### src/rtl/if_id_queue.sv
// Fetch-to-decode instruction queue: circular buffer of fetched entries with
// branch-prediction side data, mispredict flush and a bubble on empty.
module if_id_queue #(
   parameter int          DEPTH       = 4,
   parameter logic [31:0] BUBBLE_INST = 32'h0000_0013
) (
   input  logic                       clk,
   input  logic                       rst_n,
   input  logic                       if_valid,
   input  logic [31:0]                if_inst,
   input  logic [31:0]                if_pc,
   input  logic                       if_branch_taken,
   input  logic [31:0]                if_branch_nt_pc,
   output logic                       if_full,
   input  logic                       id_ready,
   output logic                       id_valid,
   output logic [31:0]                id_inst,
   output logic [31:0]                id_pc,
   output logic                       id_branch_taken,
   output logic [31:0]                id_branch_nt_pc,
   input  logic                       ex_branch_flush,
   output logic [$clog2(DEPTH):0]     count
);

   localparam int AW = $clog2(DEPTH);
   localparam int CW = AW + 1;

   typedef struct packed {
      logic [31:0] inst;
      logic [31:0] pc;
      logic        branch_taken;
      logic [31:0] branch_nt_pc;
   } entry_t;

   entry_t          mem_r [DEPTH];
   logic [AW-1:0]   rd_ptr_r;
   logic [AW-1:0]   wr_ptr_r;
   logic [CW-1:0]   count_r;

   logic            full_s;
   logic            not_empty_s;
   logic            push_s;
   logic            pop_s;
   entry_t          wr_entry_s;
   entry_t          head_s;

   // Status comes only from registered count, so a same-cycle pop never frees a slot for fetch.
   assign full_s      = (count_r == CW'(DEPTH));
   assign not_empty_s = (count_r != {CW{1'b0}});
   assign push_s      = if_valid & ~full_s & ~ex_branch_flush;
   assign pop_s       = not_empty_s & id_ready & ~ex_branch_flush;

   assign wr_entry_s.inst         = if_inst;
   assign wr_entry_s.pc           = if_pc;
   assign wr_entry_s.branch_taken = if_branch_taken;
   assign wr_entry_s.branch_nt_pc = if_branch_nt_pc;

   assign head_s = mem_r[rd_ptr_r];

   // Pointer and occupancy state; flush collapses the queue onto the write pointer.
   always_ff @(posedge clk or negedge rst_n) begin
      if (!rst_n) begin
         rd_ptr_r <= {AW{1'b0}};
         wr_ptr_r <= {AW{1'b0}};
         count_r  <= {CW{1'b0}};
      end else if (ex_branch_flush) begin
         rd_ptr_r <= wr_ptr_r;
         count_r  <= {CW{1'b0}};
      end else begin
         if (push_s) begin
            wr_ptr_r <= wr_ptr_r + AW'(1);
         end
         if (pop_s) begin
            rd_ptr_r <= rd_ptr_r + AW'(1);
         end
         if (push_s && !pop_s) begin
            count_r <= count_r + CW'(1);
         end else if (pop_s && !push_s) begin
            count_r <= count_r - CW'(1);
         end else begin
            count_r <= count_r;
         end
      end
   end

   // Entry storage is written only on push and carries no reset.
   always_ff @(posedge clk) begin
      if (push_s) begin
         mem_r[wr_ptr_r] <= wr_entry_s;
      end
   end

   // Head presentation: bubble whenever nothing valid or a flush is in progress.
   always_comb begin
      id_valid        = 1'b0;
      id_inst         = BUBBLE_INST;
      id_pc           = 32'h0000_0000;
      id_branch_taken = 1'b0;
      id_branch_nt_pc = 32'h0000_0000;
      if (not_empty_s && !ex_branch_flush) begin
         id_valid        = 1'b1;
         id_inst         = head_s.inst;
         id_pc           = head_s.pc;
         id_branch_taken = head_s.branch_taken;
         id_branch_nt_pc = head_s.branch_nt_pc;
      end else begin
         id_valid        = 1'b0;
      end
   end

   assign if_full = full_s;
   assign count   = count_r;

endmodule

### config.mk
export PLATFORM = sky130hd
export DESIGN_NAME = if_id_queue
export DESIGN_NICKNAME = d
export VERILOG_FILES = /design/src/rtl/if_id_queue.sv
export SDC_FILE = /design/constraint.sdc
export NUM_CORES = 1
export LEC_CHECK = 0
export ABC_AREA = 1
export CAP_MARGIN = 10
export CORE_MARGIN = 8
export CORE_UTILIZATION = 61
export CTS_BUF_LIST = sky130_fd_sc_hd__clkbuf_8
export DETAILED_ROUTE_END_ITERATION = 12
export GPL_TIMING_DRIVEN = 0
export PLACE_DENSITY = 0.95
export SYNTH_ARGS = -nofsm -noshare
export SYNTH_HDL_FRONTEND = slang
export SYNTH_SLANG_ARGS = --single-unit
### constraint.sdc
create_clock -name clk -period 16.75 [get_ports clk]
set_input_delay 2.5125 -clock clk [delete_from_list [all_inputs] [get_ports clk]]
set_output_delay 2.5125 -clock clk [all_outputs]
set_load 0.02 [all_outputs]
# Yosys cells after proc, flatten, opt, wreduce, memory -nomap -nowiden
# Memory sizes are Yosys's and may differ from the RTL's.
# Index checks and enable logic that the tools add are counted.
# classes
bitwise,6
eq_ne,1
reduce_logical,10
n_addsub,4
n_lt_le_gt_ge,0
n_div,0
mux,12
n_shift,0
n_mul,0
# op_table
operator,count
32-bit two-way mux,3
3-bit two-way mux,3
3-bit nonzero test,2
"2-bit by 1-bit adder with 2-bit output, second input constant",2
1-bit bitwise AND,4
1-bit two-way mux,4
2-bit two-way mux,2
"3-bit by 1-bit adder with 3-bit output, second input constant",1
"3-bit == test, second input constant",1
1-bit logical AND,3
1-bit logical NOT,3
"3-bit by 1-bit subtractor with 3-bit output, second input constant",1
1-bit NOT,2
2-bit AND reduction,1
2-bit nonzero test,1
# totals
ram_bits,388
latchBits,0
reg_bits,7
memories,1
mem_bits_ro,0
output_inout_bits,102
# mem_list
memory,depth,width,rd,rd_ports_with_merged_regs,write_ports,line_no,source
mem_r,4,97,1,0,1,35,entry_t mem_r [DEPTH];

# Longest topological paths before layout
# Gate-level depths: netlist (run 1).
# logic_depth
word_depth,9
ltp_mapped,12

# Worst setup path before layout (run 1)
# No wires, ideal clock.
# synth_path
path_type,input -> register
startpoint,in ex_branch_flush
endpoint,mem mem_r[0][0] in the netlist's numbering (enable)
stages,3
required_ps,16196
setup_slack_ps,9393
setup_ps,554
t_arrival_ps,6803
cell_sequence,inv_2 nand3_1 nor2_1
# synth_via
elab_chain_cells,4
# synth_lines
element,line_no,source
start: declaration,21,"input logic ex_branch_flush,"
1-bit NOT (no source line),-,
1-bit bitwise AND,50,assign push_s = if_valid & ~full_s & ~ex_branch_flush;
1-bit two-way mux,88,if (push_s) begin
1-bit two-way mux (not written as such),89,mem_r[wr_ptr_r] <= wr_entry_s;
end: declaration,35,
# No other way between the ends.

# Worst setup path in the final report (run 1)
# layout_path
startpoint,in ex_branch_flush
endpoint,out id_inst[8]
# layout_via
elab_chain_cells,3
# layout_lines
element,line_no,source
1-bit logical NOT,100,if (not_empty_s && !ex_branch_flush) begin
1-bit logical AND,100,
32-bit two-way mux,100,
end: declaration,17,"output logic [31:0] id_inst,"
# No other way between the ends.

==> out/qor.csv, run 1 <==
metric,value,unit
Post-synth EDFFs,388,
number of max-cap violations,0,
Flop pwr share,0.389,
CTS tree,done,
Internal Dissipation,1.99,mW
Worst Hold Class,reg2reg,
Worst slew margin,0.432,
largest net degree at the start of global routing,31,
H-tree Lvls,2,
outcome,"complete, no violations",
CTS root buf,clkbuf_8,
1st-iter DRT viols,1350,
post-DP HPWL,26400,µm
initial antenna violation count,3,
critical path type,in2out,
DR vias/cell,5.88,
GRT met1 Usage,0.306,
Max IR drop VDD,0.0969,mV
CTS Sinks,395,
post-CTS resize count,0,
pre-CTS setup slack,9.48,ns
total track usage,0.256,
GR Util met2,0.439,
Cell variety after synth,26,
Synth Area in Adders,0.00453,
Slew Limit Fails,0,
"Arr. time, crit path",4.79,ns
Crit. End Element,primary output,
placed cell areas,18300,µm²
die height,175,µm
post-synth top area share,0.753,
Synth Net Count,1315,
post-layout min period,7.31,ns
I/O pin total,204,
Cells after DPL,1755,
Port Buffers,203,
most frequent cell after synthesis,nor2_1,
first-pass GRT wire length,61100,µm
cell area after layout,19300,µm²
Clock Path Buffers,3,
share of layout cells above drive strength 1,0.0974,
Worst-path clk slew,0.06,ns
final core occ,0.772,
drt first pass iters,5,
Static Leak,6.64,nW
leading area contributor after synthesis,edfxtp_1,
Post-Synth Simple-Gate Area,0.104,
Post-CTS Setup Inserts,0,
most used routing layer,met2,
Final ANT Viol Nets,0,
post-synthesis sequential area ratio,0.764,
final hold violations,0,
setup violation total in the final timing report,0,
Synth Area in XOR/XNOR,0.00113,
row cnt,58,
setup TNS,0,ns
starting density of the core,0.618,
Post-synth ARST share,0.0177,
post-synthesis mux area share,0,
Least-Margin Pin Slew,0.850,ns
nets,1591,
Synth Area per Inst,12.8,µm²
number of synthesized register bits,395,
largest family of logic cells by synthesized area,simple AND/OR/NAND/NOR gates,
routability cong.,0.787,
total wire length,40900,µm
Synth-to-Final Area Change,24.9,%
DR WL/cell,22.0,µm
Core Box Area,25000,µm²
sw frac,0.368,
largest cells by area after synthesis,"edfxtp_1, nor2_1, o21ai_1",
power per cell area,163,nW/µm²
critical path launch point type,primary input,
CP Data Required Time,14.24,ns
WHS Path Cells,2,
Max Fclk,137,MHz
Post-synth top flop,edfxtp_1,
Layout Skew,0.0173,ns
Comb pwr share,0.388,
Die W,175,µm
Commonest cells post-synth,"nor2_1, edfxtp_1, o21ai_1",
Final Power,3.15,mW
final worst-path cycle share,0.436,
hold buffer count at cts,0,
post-route setup slack,9.44,ns
CTS Buf Count,57,
R2R cell count,5,
GRT overflow,0,
post-synthesis compound-gate area fraction,0.0956,
total die area,30700,µm²
sw power,1.16,mW
Synth Instances,1208,
vias in the first global route,11400,
fin cells,1861,
final hold slack,0.578,ns
Syn. warnings,0,
DRC errors left,0,
via count,10900,
mapped cell area,15500,µm²
met3 GRT Util,0.0575,
Clock Power Share,0.223,
CP max FO,10,
RSZ-0062 raised after global routing,false,
worst-skew pair later-pin latency,0.58,ns
fillers,1384,
## path summary, 6_finish.rpt
kind / slack (ns) / endpoint / startpoint
max: 9.44 / id_inst[8] / ex_branch_flush
min: 0.58 / count[0]$_DFFE_PN0P_ / count[0]$_DFFE_PN0P_
max reg2reg: 14.19 / mem_r[3][40]$_DFFE_PP_ / count[2]$_DFFE_PN0P_
min reg2reg: 0.58 / count[0]$_DFFE_PN0P_ / count[0]$_DFFE_PN0P_
max in group asynchronous: 14.27 / rd_ptr_r[1]$_DFFE_PN0P_ / rst_n
min in group asynchronous: 2.21 / wr_ptr_r[1]$_DFFE_PN0P_ / rst_n
## cells by family after synthesis
logic type / count (synthesis)
flip-flops: 395
AND/OR/NAND/NOR: 423
adder cells (fa/ha/maj): 5
buffers and inverters: 91
XOR/XNOR: 2
AO/OA/AOI/OAI: 292
## sequential cells by signal (all words and copies together), names as in the netlist
register	cells
count	3
rd_ptr_r	2
wr_ptr_r	2
mem_r	388
## final cells by class
| type | count | area, µm² | share of cell area |
|---|---|---|---|
| sequential | 395 | 11800 | 0.612 |
| clock buffer | 59 | 812 | 0.0420 |
| antenna | 1 | 2.50 | 0.000129 |
| inverter | 17 | 66.3 | 0.00343 |
| buffer | 74 | 410 | 0.0212 |
| multi-input combinational | 722 | 3200 | 0.166 |
| clock inverter | 46 | 243 | 0.0126 |
| timing repair buffer | 217 | 2360 | 0.122 |
| tap | 330 | 413 | 0.0214 |
## layout by cell type (no fill, tap or decap), types with 3 or more instances in the layout
cell type,Yosys,layout
nor2_4,0,4
buf_6,3,3
buf_2,16,16
clkinv_2,0,7
dfrtp_1,7,7
buf_12,0,8
buf_4,20,20
inv_1,11,30
ha_1,4,4
clkbuf_1,22,22
nor2_1,394,390
o21ai_0,96,96
nand3_1,6,6
buf_16,0,6
clkinv_1,0,16
clkdlybuf4s50_1,0,203
a21oi_1,94,94
nand2_1,20,20
clkbuf_8,0,59
clkbuf_2,12,12
o311ai_0,3,3
edfxtp_1,388,388
inv_2,5,5
o21ai_1,97,97
## per-layer routing
| layer | wire, µm | share of wire |
|---|---|---|
| met1 | 14500 | 0.35 |
| met4 | 1500 | 0.037 |
| met2 | 20700 | 0.51 |
| met5 | 27 | 0.00066 |
| met3 | 4110 | 0.10 |
## power by group through the flow
| stage | logic (mW) | registers, mW | clock network (mW) |
|---|---|---|---|
| after floorplan | 0.694 | 1.26 | 0 |
| after global placement | 1.13 | 1.27 | 0 |
| after detailed placement | 1.21 | 1.25 | 0 |
| after CTS | 1.22 | 1.23 | 0.710 |
| after global routing | 1.32 | 1.23 | 0.753 |
| final | 1.22 | 1.23 | 0.704 |
## worst max-delay path, cell delays in order
cell and delay (ns):
clkdlybuf4s50_1 0.52, inv_2 0.17, nand2_2 0.15, buf_2 0.27, buf_2 0.24, a21oi_1 0.26
clkdlybuf4s50_1 0.66
No activity file was read; power rests on OpenSTA's default activity.
==> run 2, diff against run 1 <==
--- a/config.mk
+++ b/config.mk
@@ -8,11 +8,11 @@
 export ABC_AREA = 1
 export CAP_MARGIN = 10
 export CORE_MARGIN = 8
-export CORE_UTILIZATION = 61
+export CORE_UTILIZATION = 51
 export CTS_BUF_LIST = sky130_fd_sc_hd__clkbuf_8
 export DETAILED_ROUTE_END_ITERATION = 12
 export GPL_TIMING_DRIVEN = 0
-export PLACE_DENSITY = 0.95
+export PLACE_DENSITY = 0.86
 export SYNTH_ARGS = -nofsm -noshare
 export SYNTH_HDL_FRONTEND = slang
 export SYNTH_SLANG_ARGS = --single-unit
==> constraint.sdc (replaced) <==
create_clock -name clk -period 6.3 [get_ports clk]
set_input_delay 0.945 -clock clk [delete_from_list [all_inputs] [get_ports clk]]
set_output_delay 0.945 -clock clk [all_outputs]
set_load 0.02 [all_outputs]
==> out/qor.csv, run 2 (synthesized netlist as in run 1, its figures left out) <==
metric,value,unit,change
"most common cell after layout, fill and taps aside",nor2_1,,
first-pass GRT wire length,60600,µm,-0.77%
setup violation total in the final timing report,0,,unchanged
total wire length,40200,µm,-1.7%
final core occ,0.651,,-0.121
number of max-cap violations,0,,unchanged
I/O pin total,204,,unchanged
drt first pass iters,7,,+2
worst-skew pair later-pin latency,0.58,ns,about the same
vias in the first global route,11100,,-2.7%
H-tree Lvls,2,,unchanged
starting density of the core,0.519,,-0.0987
DR WL/cell,20.9,µm,-5.0%
WL met3,3930,µm,-4.5%
storage element area,11800,µm²,unchanged
"Arr. time, crit path",3.27,ns,-1.52 ns
CTS Sinks,395,,unchanged
hold buffer count at cts,0,,unchanged
Top Metal Used,met5,,
most frequent cells in the layout,"nor2_1, edfxtp_1, clkdlybuf4s50_1",,
Port Buffers,203,,unchanged
post-route setup slack,2.08,ns,-7.36 ns
multi-input logic area,3200,µm²,unchanged
CP max FO,10,,unchanged
total track usage,0.215,,-0.0402
CTS tree,done,,
1st-iter DRT viols,989,,-27%
largest net degree at the start of global routing,31,,unchanged
critical path launch point type,primary input,,
final hold violations,0,,unchanged
CTS Buf Count,59,,+3.5%
post-DP HPWL,25900,µm,-1.9%
RSZ-0062 raised after global routing,false,,
via count,10700,,-1.9%
DRC errors left,0,,unchanged
power per cell area,431,nW/µm²,+160%
critical path type,in2out,,
WL met2,20200,µm,-2.8%
Max IR drop VDD,0.285,mV,+190%
Clock Path Buffers,3,,unchanged
post-layout min period,4.22,ns,
share of layout cells above drive strength 1,0.0964,,-0.00103
DR vias/cell,5.57,,-5.3%
final worst-path cycle share,0.670,,
routability cong.,0.782,,-0.67%
post-CTS resize count,0,,unchanged
outcome,"complete, no violations",,
GRT overflow,0,,unchanged
Worst Hold Class,reg2reg,,
Buf/Inv on CP,5,,unchanged
initial antenna violation count,1,,-2
Slew Limit Fails,0,,unchanged
Worst slew margin,0.462,,+0.0304
row cnt,63,,+8.6%
total die area,36200,µm²,+18%
Worst-path clk slew,0.06,ns,about the same
nets,1593,,+0.13%
Static Leak,6.65,nW,+0.14%
Final ANT Viol Nets,0,,unchanged
CTS root buf,clkbuf_8,,
Top reg by flops,mem_r,,
Max Fclk,237,MHz,
Largest register FFs,388,,unchanged
pre-CTS setup slack,2.09,ns,-7.38 ns
Synth-to-Final Area Change,25.3,%,
Post-CTS Setup Inserts,0,,unchanged
Met1 Wirelength,15200,µm,+4.6%
crit path cell chain,clkdlybuf4s50_1 -> inv_2 -> nand2_2 -> buf_2 -> buf_2 -> a21oi_1 -> clkdlybuf4s50_1,,
Worst path slowest cell,clkdlybuf4s50_1,,
Crit. End Element,primary output,,
Die W,190,µm,+8.5%
Least-Margin Pin Slew,0.804,ns,-0.0454 ns
Layout Skew,0.0219,ns,+0.00463 ns
"delay-heaviest family, CP",buffers and inverters,,
die height,190,µm,+8.5%
fillers,2077,,+50%
crit-path max cell delay,0.68,ns,+0.02 ns
Core Box Area,29800,µm²,+19%
CP Data Required Time,5.35,ns,-8.89 ns
-- run 2: cell types whose count changed in the layout (fill, tap and decap cells not counted), sizes merged --
cell,before,now
inv,36,40
clkbuf,93,95
bufinv,2,1
clkinvlp,1,0
clkinv,24,26
-- run 2: worst paths after layout --
path | start | endpoint | slack (ns) | depth (start not counted)
setup / recovery | ex_branch_flush | id_pc[6] | 2.08 | 7
hold / removal | count[0]$_DFFE_PN0P_ | count[0]$_DFFE_PN0P_ | 0.57 | 2
setup reg to reg | count[2]$_DFFE_PN0P_ | mem_r[2][46]$_DFFE_PP_ | 3.72 | 5
hold reg to reg | count[0]$_DFFE_PN0P_ | count[0]$_DFFE_PN0P_ | 0.57 | 2
max in group asynchronous | rst_n | rd_ptr_r[0]$_DFFE_PN0P_ | 5.39 | 1
min in group asynchronous | rst_n | count[0]$_DFFE_PN0P_ | 0.65 | 1
-- run 2: metrics by stage --
stage                      TNS, ns  std cells  cell area (µm²)  hold WS, ns  power, mW
after global routing             0       1926            19400        0.591       8.80
after detailed placement         0       1815            18300        0.545       6.53
after CTS                        0       1926            19400        0.573       8.40
final                            0       1927            19400        0.571       8.36
after floorplan                  0       1208            15500        0.511       5.18
after global placement    -1197.94       1801            18000        0.536       6.43
-- run 2: area by class of cell --
type                    instances  share of cell area
flip-flops and latches        395               0.610
multi-input cells             722               0.165
repair buffers                217               0.120
clock buffers                  61              0.0433
well taps                     390              0.0252
plain buffers                  74              0.0212
clock inverters                50              0.0117
inverters                      17             0.00342
diodes                          1            0.000129
-- run 2: metal layers --
metal,vias to the layer above,global-route usage
li1,4861,-
met2,604,0.369
met4,2,0.0728
met5,-,0
met3,85,0.0461
met1,5173,0.270
-- run 2: power breakdown --
group / internal (mW) / switching [mW] / total, mW
registers: 3.18 / 0.0762 / 3.26
clock network: 0.938 / 0.934 / 1.87
logic: 1.16 / 2.07 / 3.24
-- run 2: worst register-to-register path, delay by kind of cell, from the launching register on --
kind | cells | cell delay [ns]
flops | 1 | 0.47
buf+inv | 2 | 0.55
simple gates | 3 | 1.23
==> run 3, diff against run 2 <==
--- a/config.mk
+++ b/config.mk
@@ -8,11 +8,11 @@
 export ABC_AREA = 1
 export CAP_MARGIN = 10
 export CORE_MARGIN = 8
-export CORE_UTILIZATION = 51
+export CORE_UTILIZATION = 57
 export CTS_BUF_LIST = sky130_fd_sc_hd__clkbuf_8
 export DETAILED_ROUTE_END_ITERATION = 12
 export GPL_TIMING_DRIVEN = 0
-export PLACE_DENSITY = 0.86
+export PLACE_DENSITY = 0.9
 export SYNTH_ARGS = -nofsm -noshare
 export SYNTH_HDL_FRONTEND = slang
 export SYNTH_SLANG_ARGS = --single-unit
==> constraint.sdc (replaced) <==
create_clock -name clk -period 4.4 [get_ports clk]
set_input_delay 0.66 -clock clk [delete_from_list [all_inputs] [get_ports clk]]
set_output_delay 0.66 -clock clk [all_outputs]
set_load 0.02 [all_outputs]
==> out/qor.csv, run 3 (synthesized netlist as in run 1, its figures left out) <==
metric,value,unit,change
final hold violations,0,,unchanged
Static Leak,6.64,nW,about the same
Die W,181,µm,-5.0%
power per cell area,615,nW/µm²,+43%
Top reg by flops,mem_r,,
CP max FO,10,,unchanged
starting density of the core,0.577,,+0.0580
Worst-path clk slew,0.06,ns,about the same
post-DP HPWL,25900,µm,about the same
post-route setup slack,0.806,ns,-1.28 ns
Worst Hold Class,in2async,,
launching point of the worst reg2reg path,count[2]$_DFFE_PN0P_,,
R2R cell count,5,,unchanged
CP endpoint,id_inst[4],,
total die area,32700,µm²,-9.7%
DRC errors left,0,,unchanged
Slew Limit Fails,0,,unchanged
Largest register FFs,388,,unchanged
RSZ-0062 raised after global routing,false,,
CTS root buf,clkbuf_8,,
number of max-cap violations,0,,unchanged
largest net degree at the start of global routing,31,,unchanged
post-layout min period,3.59,ns,
Layout Skew,0.0205,ns,-0.00148 ns
pre-CTS setup slack,0.820,ns,-1.27 ns
Final ANT Viol Nets,0,,unchanged
"Arr. time, crit path",2.93,ns,-0.34 ns
Buf/Inv on CP,5,,unchanged
Crit. End Element,primary output,,
CTS Buf Count,58,,-1.7%
post-CTS resize count,0,,unchanged
CP Data Required Time,3.74,ns,-1.61 ns
Max IR drop VDD,0.393,mV,+38%
total wire length,39400,µm,-2.2%
Synth-to-Final Area Change,25.0,%,
first-pass GRT wire length,60200,µm,-0.66%
"delay-heaviest family, CP",buffers and inverters,,
Port Buffers,203,,unchanged
most frequent cells in the layout,"nor2_1, edfxtp_1, clkdlybuf4s50_1",,
Cells after DPL,1767,,-2.6%
fin cells,1869,,-3.0%
1st-iter DRT viols,1157,,+17%
Max Fclk,278,MHz,
worst-skew pair later-pin latency,0.57,ns,about the same
routability cong.,0.789,,+0.93%
Worst path slowest cell,clkdlybuf4s50_1,,
setup violation total in the final timing report,0,,unchanged
drt first pass iters,5,,-2
FF-to-FF End,mem_r[0][36]$_DFFE_PP_,,
ANT cells,0,,-1
vias in the first global route,11100,,+0.71%
crit-path max cell delay,0.76,ns,+0.08 ns
GRT overflow,0,,unchanged
DR WL/cell,21.1,µm,+0.88%
crit path cell chain,clkdlybuf4s50_1 -> inv_2 -> nand2_2 -> buf_2 -> inv_2 -> o311ai_0 -> clkdlybuf4s50_1,,
Worst slew margin,0.459,,-0.00382
setup TNS,0,ns,unchanged
"most common cell after layout, fill and taps aside",nor2_1,,
critical path launch point type,primary input,,
CP startpoint,ex_branch_flush,,
hold buffer count at cts,0,,unchanged
outcome,"complete, no violations",,
nets,1593,,unchanged
share of layout cells above drive strength 1,0.0955,,-0.000804
DR vias/cell,5.71,,+2.6%
I/O pin total,204,,unchanged
critical path type,in2out,,
die height,181,µm,-5.0%
row cnt,60,,-4.8%
flop2flop setup slack,1.87,ns,-1.85 ns
Core Box Area,26800,µm²,-10%
CTS tree,done,,
final worst-path cycle share,0.817,,
via count,10700,,-0.48%
CTS Sinks,395,,unchanged
Post-CTS Setup Inserts,0,,unchanged
total track usage,0.233,,+0.0179
H-tree Lvls,2,,unchanged
Clock Path Buffers,3,,unchanged
critical path depth in cells,7,,unchanged
Least-Margin Pin Slew,0.810,ns,+0.00572 ns
initial antenna violation count,1,,unchanged
-- run 3: cell count changes in the layout (fill, tap and decap cells not counted) --
cell      change
buf_12        -4
clkinv_1      -4
clkinv_2      -2
inv_6         -1
buf_16        +5
inv_1         -2
diode_2       -1
-- run 3: layout make-up --
class / count / area [µm²]
inverter: 17 / 66.3
clock buffer: 61 / 840
multi-input combinational: 722 / 3200
clock inverter: 41 / 185
buffer: 74 / 410
fill: 1681 / 7450
timing repair buffer: 218 / 2390
tap: 341 / 427
sequential: 395 / 11800
-- run 3: layer usage --
metal / vias up / track usage / wire length (µm)
met5: - / 0 / 15
met4: 2 / 0.0813 / 952
met3: 73 / 0.0524 / 3950
met2: 633 / 0.404 / 19800
met1: 5110 / 0.286 / 14600
li1: 4855 / - / -
-- run 3: through the flow --
step | util | total power [mW] | instance area, µm² | hold WS [ns]
2_1_floorplan | - | 7.42 | 15500 | 0.364
3_3_place_gp | 0.669 | 9.15 | 17900 | 0.532
3_5_place_dp | 0.684 | 9.34 | 18300 | 0.541
4_1_cts | 0.722 | 11.9 | 19300 | 0.351
5_1_grt | 0.722 | 12.5 | 19300 | 0.366
6_report | 0.722 | 11.9 | 19300 | 0.373
-- run 3: worst min path at each step --
stage,endpoint,from,depth (start not counted)
6_report,count[1]$_DFFE_PN0P_,rst_n,1
5_1_grt,rd_ptr_r[0]$_DFFE_PN0P_,rst_n,1
4_1_cts,count[1]$_DFFE_PN0P_,rst_n,1
3_5_place_dp,count[0]$_DFFE_PN0P_,count[0]$_DFFE_PN0P_,2
3_3_place_gp,count[0]$_DFFE_PN0P_,count[0]$_DFFE_PN0P_,2
2_1_floorplan,count[0]$_DFFE_PN0P_,rst_n,0
-- run 3: worst reg2reg max path, stage by stage, from the launching register on --
cell,delay (ns)
dfrtp_1,0.46
nand2_1,0.13
nand3_1,0.34
nor2_4,0.74
buf_16,0.26
buf_12,0.25
-- run 3: where the power goes --
group | switching [mW] | total, mW | internal (mW)
sequential | 0.107 | 4.66 | 4.55
combinational | 2.94 | 4.62 | 1.68
clock | 1.30 | 2.62 | 1.33
